==> src/rtl/seg_scan_display.sv <==
// Binary-to-BCD converter feeding a 4-digit multiplexed
// common-anode seven-segment display (decimal or hex).
module seg_scan_display #(
  parameter int SCAN_DIV = 50000
) (
  input  logic       clk,
  input  logic       clr_n,
  input  logic [7:0] value,
  input  logic       hex_mode,
  output logic [6:0] seg,
  output logic [3:0] an,
  output logic       busy,
  output logic       conv_done
);

  localparam int DW = (SCAN_DIV > 1) ? $clog2(SCAN_DIV) : 1;

  typedef enum logic [1:0] {
    IDLE,
    SHIFT,
    DONE
  } state_t;

  state_t        state;
  logic [7:0]    last_val;
  logic [7:0]    sh;
  logic [11:0]   bcd;
  logic [11:0]   adj;
  logic [2:0]    cnt;
  logic [3:0]    hund;
  logic [3:0]    tens;
  logic [3:0]    ones;
  logic [7:0]    disp_bin;
  logic [DW-1:0] div;
  logic [1:0]    idx;
  logic [3:0]    dig;
  logic          blank;

  // add-3 correction applied before each shift
  always_comb begin
    adj = bcd;
    for (int i = 0; i < 3; i++) begin
      if (bcd[4*i +: 4] >= 4'd5) begin
        adj[4*i +: 4] = bcd[4*i +: 4] + 4'd3;
      end
    end
  end

  always_ff @(posedge clk or negedge clr_n) begin
    if (!clr_n) begin
      state     <= IDLE;
      last_val  <= '0;
      sh        <= '0;
      bcd       <= '0;
      cnt       <= '0;
      hund      <= '0;
      tens      <= '0;
      ones      <= '0;
      disp_bin  <= '0;
      busy      <= 1'b0;
      conv_done <= 1'b0;
    end else begin
      conv_done <= 1'b0;
      unique case (state)
        IDLE: begin
          if (value != last_val) begin
            sh       <= value;
            last_val <= value;
            bcd      <= '0;
            cnt      <= '0;
            busy     <= 1'b1;
            state    <= SHIFT;
          end
        end
        SHIFT: begin
          {bcd, sh} <= {adj, sh} << 1;
          cnt       <= cnt + 3'd1;
          if (cnt == 3'd7) state <= DONE;
        end
        DONE: begin
          hund      <= bcd[11:8];
          tens      <= bcd[7:4];
          ones      <= bcd[3:0];
          disp_bin  <= last_val;
          conv_done <= 1'b1;
          busy      <= 1'b0;
          state     <= IDLE;
        end
        default: state <= IDLE;
      endcase
    end
  end

  always_ff @(posedge clk or negedge clr_n) begin
    if (!clr_n) begin
      div <= '0;
      idx <= '0;
    end else if (div == DW'(SCAN_DIV - 1)) begin
      div <= '0;
      idx <= idx + 2'd1;
    end else begin
      div <= div + DW'(1);
    end
  end

  always_comb begin
    dig   = 4'd0;
    blank = 1'b1;
    if (hex_mode) begin
      unique case (idx)
        2'd0: begin
          dig   = disp_bin[3:0];
          blank = 1'b0;
        end
        2'd1: begin
          dig   = disp_bin[7:4];
          blank = 1'b0;
        end
        default: ;
      endcase
    end else begin
      unique case (idx)
        2'd0: begin
          dig   = ones;
          blank = 1'b0;
        end
        2'd1: begin
          dig   = tens;
          blank = (hund == 4'd0) && (tens == 4'd0);
        end
        2'd2: begin
          dig   = hund;
          blank = (hund == 4'd0);
        end
        default: ;
      endcase
    end
  end

  function automatic logic [6:0] glyph(input logic [3:0] d);
    unique case (d)
      4'h0: glyph = 7'h40;
      4'h1: glyph = 7'h79;
      4'h2: glyph = 7'h24;
      4'h3: glyph = 7'h30;
      4'h4: glyph = 7'h19;
      4'h5: glyph = 7'h12;
      4'h6: glyph = 7'h02;
      4'h7: glyph = 7'h78;
      4'h8: glyph = 7'h00;
      4'h9: glyph = 7'h10;
      4'hA: glyph = 7'h08;
      4'hB: glyph = 7'h03;
      4'hC: glyph = 7'h46;
      4'hD: glyph = 7'h21;
      4'hE: glyph = 7'h06;
      4'hF: glyph = 7'h0E;
      default: glyph = 7'h7F;
    endcase
  endfunction

  always_ff @(posedge clk or negedge clr_n) begin
    if (!clr_n) begin
      seg <= 7'h7F;
      an  <= 4'hF;
    end else begin
      seg <= blank ? 7'h7F : glyph(dig);
      an  <= ~(4'b0001 << idx);
    end
  end

endmodule

==> config.mk <==
export PLATFORM = sky130hd
export DESIGN_NAME = seg_scan_display
export DESIGN_NICKNAME = d
export VERILOG_FILES = /design/src/rtl/seg_scan_display.sv
export SDC_FILE = /design/constraint.sdc
export NUM_CORES = 1
export LEC_CHECK = 0
export CORE_ASPECT_RATIO = 1.25
export CORE_UTILIZATION = 64
export CTS_CLUSTER_DIAMETER = 150
export DETAILED_ROUTE_END_ITERATION = 16
export GPL_TIMING_DRIVEN = 0
export PLACE_DENSITY_LB_ADDON = 0.15
export SLEW_MARGIN = 5
export SYNTH_ARGS = -nofsm -noshare
export SYNTH_HDL_FRONTEND = slang
export SYNTH_SLANG_ARGS = --single-unit
==> constraint.sdc <==
create_clock -name clk -period 3.9 [get_ports clk]
set_clock_uncertainty 0.2 [all_clocks]
set_input_delay 0.39 -clock clk [delete_from_list [all_inputs] [get_ports clk]]
set_output_delay 0.39 -clock clk [all_outputs]
set_load 0.05 [all_outputs]
==> flow_summary_export.csv <==
group,metric,value,unit
floorplan,start_util,67.5,%
global_routing,antenna_found_initial,0,
global_routing,grtUsageMet1,33.4,%
synth,synth_top_area_share,45.9,%
detailed_routing,post_drt_wl_per_cell,15.7,um
timing,fin_crit_sh,69.8,%
critical_path,cp-end-kind,"flop",
pwr,leakage,2.12,nW
timing,worst_pin_slew,552,ps
min_path,min-delay-start,"div[0]$_DFF_PN0_",
clock_network,numCtsBuffers,9,
pwr,ir_worst_vdd,0.000383,V
timing,rsz0062_at_grt,"no",
clock_network,path_clk_slew,80,ps
floorplan,num_rows,31,
placement,io_buffer_count,23,
detailed_routing,drcViolationCount,0,
critical_path,start_kind,"flop",
placement,dpl_cell_area,4340,um2
placement,pre_cts_ws,1040,ps
critical_path,reg2reg_to,"seg[3]$_DFF_PN1_",
outcome,status,"finished, final reports clean",
global_routing,grt_max_degree,50,
final_layout,syn2layout_area_growth,14.7,%
clock_network,htreeDepth,3,
detailed_routing,ant_nets,0,
synth,async_flop_share,100,%
synth,synth.net_count,393,
synth,syn_area,3980,um2
run,maxCapViolations,0,
timing,max-slew-margin-rel,63.2,%
min_path,hold_end,"div[0]$_DFF_PN0_",
critical_path,ff2ff_path_depth,9,
critical_path,reg2reg_slack,1180,ps
synth,synth_area_leader_cell,"dfrtp_1",
floorplan,chipHeight,90.1,um
global_routing,grt_util_met2,43.8,%
detailed_routing,drtIter0Drc,199,
synth,ys_top_cells_by_area,"dfrtp_1 (46%), dfstp_2 (7.3%), ha_1 (6.6%)",
global_routing,busiest_layer,"met2",
timing,layout_setup_ws,1180,ps
min_path,hp-class,"flop to flop",
detailed_routing,viasPerCell,5.76,
synth,synth-edff-count,0,
synth,ys.warnings.count,0,
floorplan,die-area,6540,um2
critical_path,required,3970,ps
critical_path,cp.arrival,2790,ps
synth,synth.avg_cell_area,11.0,um2
timing,maxSlewViolCount,0,
detailed_routing,vias,2789,
clock_network,cts_tree,"done",
critical_path,critPathMaxFanout,7,
pwr,p_total,3.25,mW
synth,yosysUniqueCellTypes,47,
timing,setup-violations-final,0,
global_routing,gr-usage-all-layers,26.4,%
timing,whs,295,ps
synth,synthFlopType,"dfrtp_1",
final_layout,fillCellCount,403,
timing,period_minus_slack,2720,ps
clock_network,clk_latency,360,ps
global_routing,gr-usage-met3,4.60,%
synth,ys_ff_latch,84,
placement,dp.cells,467,
critical_path,rr_startpoint,"idx[0]$_DFFE_PN0N_",
pwr,powerDensity,713,nW/um2
global_routing,grt_pass1_vias,2886,
floorplan,die_w,72.5,um
final_layout,utilization,77.4,%
timing,hold_viol,0,
clock_network,cts.sink_count,84,
synth,syn_inst,361,
clock_network,cts_resized,0,
global_routing,grt_overflow,0,
global_routing,grt_pass1_wl,13100,um
final_layout,num_antenna_cells,0,
timing,max_freq,368,MHz
final_layout,postLayoutCellArea,4560,um2
detailed_routing,drt_wl_total,7590,um
min_path,min_path_cells,1,
final_layout,fin_nets,429,
final_layout,drive_gt1_share,14.4,%
floorplan,core_area,5900,um2
placement,place_hpwl,5310,um
synth,synth_seq_area_share,53.2,%
clock_network,clock_path_buffers,2,
clock_network,root_buffer,"clkbuf_8",
timing,finalSetupTns,0,ps
placement,gp_congestion,0.848,
floorplan,num_io_pins,24,
critical_path,critPathKind,"flop to flop",
detailed_routing,firstDrtPassIters,5,
final_layout,stdcell_count,484,
flip-flops by register name (all words and copies together), names as in the netlist, 2 cells and up:
register  cells
sh            8
seg           7
bcd          12
cnt           3
div          16
an            4
idx           2
ones          4
disp_bin      8
last_val      8
state         2
tens          4
hund          4
worst max-delay path by stage:
stage                        from                    to  slack, ps  depth (start not counted)
3_5_place_dp             hex_mode      seg[3]$_DFF_PN1_       1040                          9
3_3_place_gp                clr_n  state[0]$_DFFE_PN0P_       -590                          1
6_report       idx[0]$_DFFE_PN0N_      seg[3]$_DFF_PN1_       1180                          9
5_1_grt        idx[0]$_DFFE_PN0N_      seg[3]$_DFF_PN1_       1030                          9
4_1_cts        idx[0]$_DFFE_PN0N_      seg[3]$_DFF_PN1_       1220                          9
2_1_floorplan  idx[0]$_DFFE_PN0N_      seg[3]$_DFF_PN1_       1580                          9
critical path, stage by stage, from the launching register on:
cell and delay [ps]:
dfrtp_1 440, ha_1 210, or2_0 220, clkbuf_1 170
o22ai_1 450, inv_1 170, ha_1 360, nor2_1 60
a211oi_1 240, o21ai_1 100
layer usage:
metal / wire length (um) / vias up
met2: 3840 / 59
met4: 206 / 0
met1: 3320 / 1376
met5: 0 / -
met3: 227 / 20
li1: - / 1334
Yosys cell counts (2+ instances only):
| master | n |
|---|---|
| dfrtp_1 | 73 |
| nand2_1 | 33 |
| inv_1 | 27 |
| o21ai_0 | 23 |
| nor2_1 | 22 |
| ha_1 | 21 |
| xnor2_1 | 21 |
| mux2_2 | 14 |
| dfstp_2 | 11 |
| nand3_1 | 10 |
| a21o_1 | 8 |
| a21oi_1 | 8 |
| a221o_1 | 7 |
| xor2_1 | 7 |
| a22o_1 | 6 |
| buf_2 | 6 |
| nand4_1 | 5 |
| o22ai_1 | 5 |
| a222oi_1 | 4 |
| a22oi_1 | 4 |
| clkbuf_1 | 4 |
| nand2b_1 | 4 |
| nor3_1 | 4 |
| mux2i_1 | 3 |
| o221ai_1 | 3 |
| and3_1 | 2 |
| nor2b_1 | 2 |
| nor4_1 | 2 |
| o211ai_1 | 2 |
| o21ai_1 | 2 |
| o31ai_1 | 2 |
repair_timing:
| item | 4_1_cts | 5_1_grt |
|---|---|---|
| hold buffers | 1 | 0 |
| buffers inserted | 0 | 0 |
| endpoints found under the hold margin | 30 | 0 |
cell type report:
type	instances	area (um2)	area share (%)
sequential	84	2120	46.4
inverter	27	101	2.22
buffer	12	63.8	1.40
tap	82	103	2.25
clock inverter	5	75.1	1.65
clock buffer	11	141	3.10
multi-input combinational	238	1700	37.2
timing repair buffer	25	265	5.81
power by group:
part / internal, mW / leakage, nW / total [mW] / switching (mW)
Clock: 0.375 / 0.113 / 0.676 / 0.301
Sequential: 1.16 / 1.06 / 1.37 / 0.207
Combinational: 0.517 / 0.950 / 1.20 / 0.688
Total: 2.06 / 2.12 / 3.25 / 1.20
placed cells by master, fill, tap and decap left out, drive strengths merged, types with 6 or more instances in the layout:
cell	netlist	routed
dfstp	11	11
nor2	23	23
a21oi	8	8
ha	21	21
dfrtp	73	73
o21ai	26	26
mux2	14	14
nand2	33	33
xor2	7	7
a221o	7	7
nand3	10	10
clkdlybuf4s50	0	22
buf	8	10
xnor2	21	21
clkbuf	4	15
a22o	6	6
a21o	8	8
inv	27	27
kinds of logic after synthesis:
| logic type | synth area share, % |
|---|---|
| AOI/OAI and AO/OA | 13.9 |
| buffers and inverters | 4.15 |
| xor gates and xnor gates | 6.17 |
| and+or+nand+nor | 11.3 |
| muxes | 4.72 |
| adders and majority gates | 6.61 |
| DFF | 53.2 |
No activity file was read; power rests on OpenSTA's default activity.
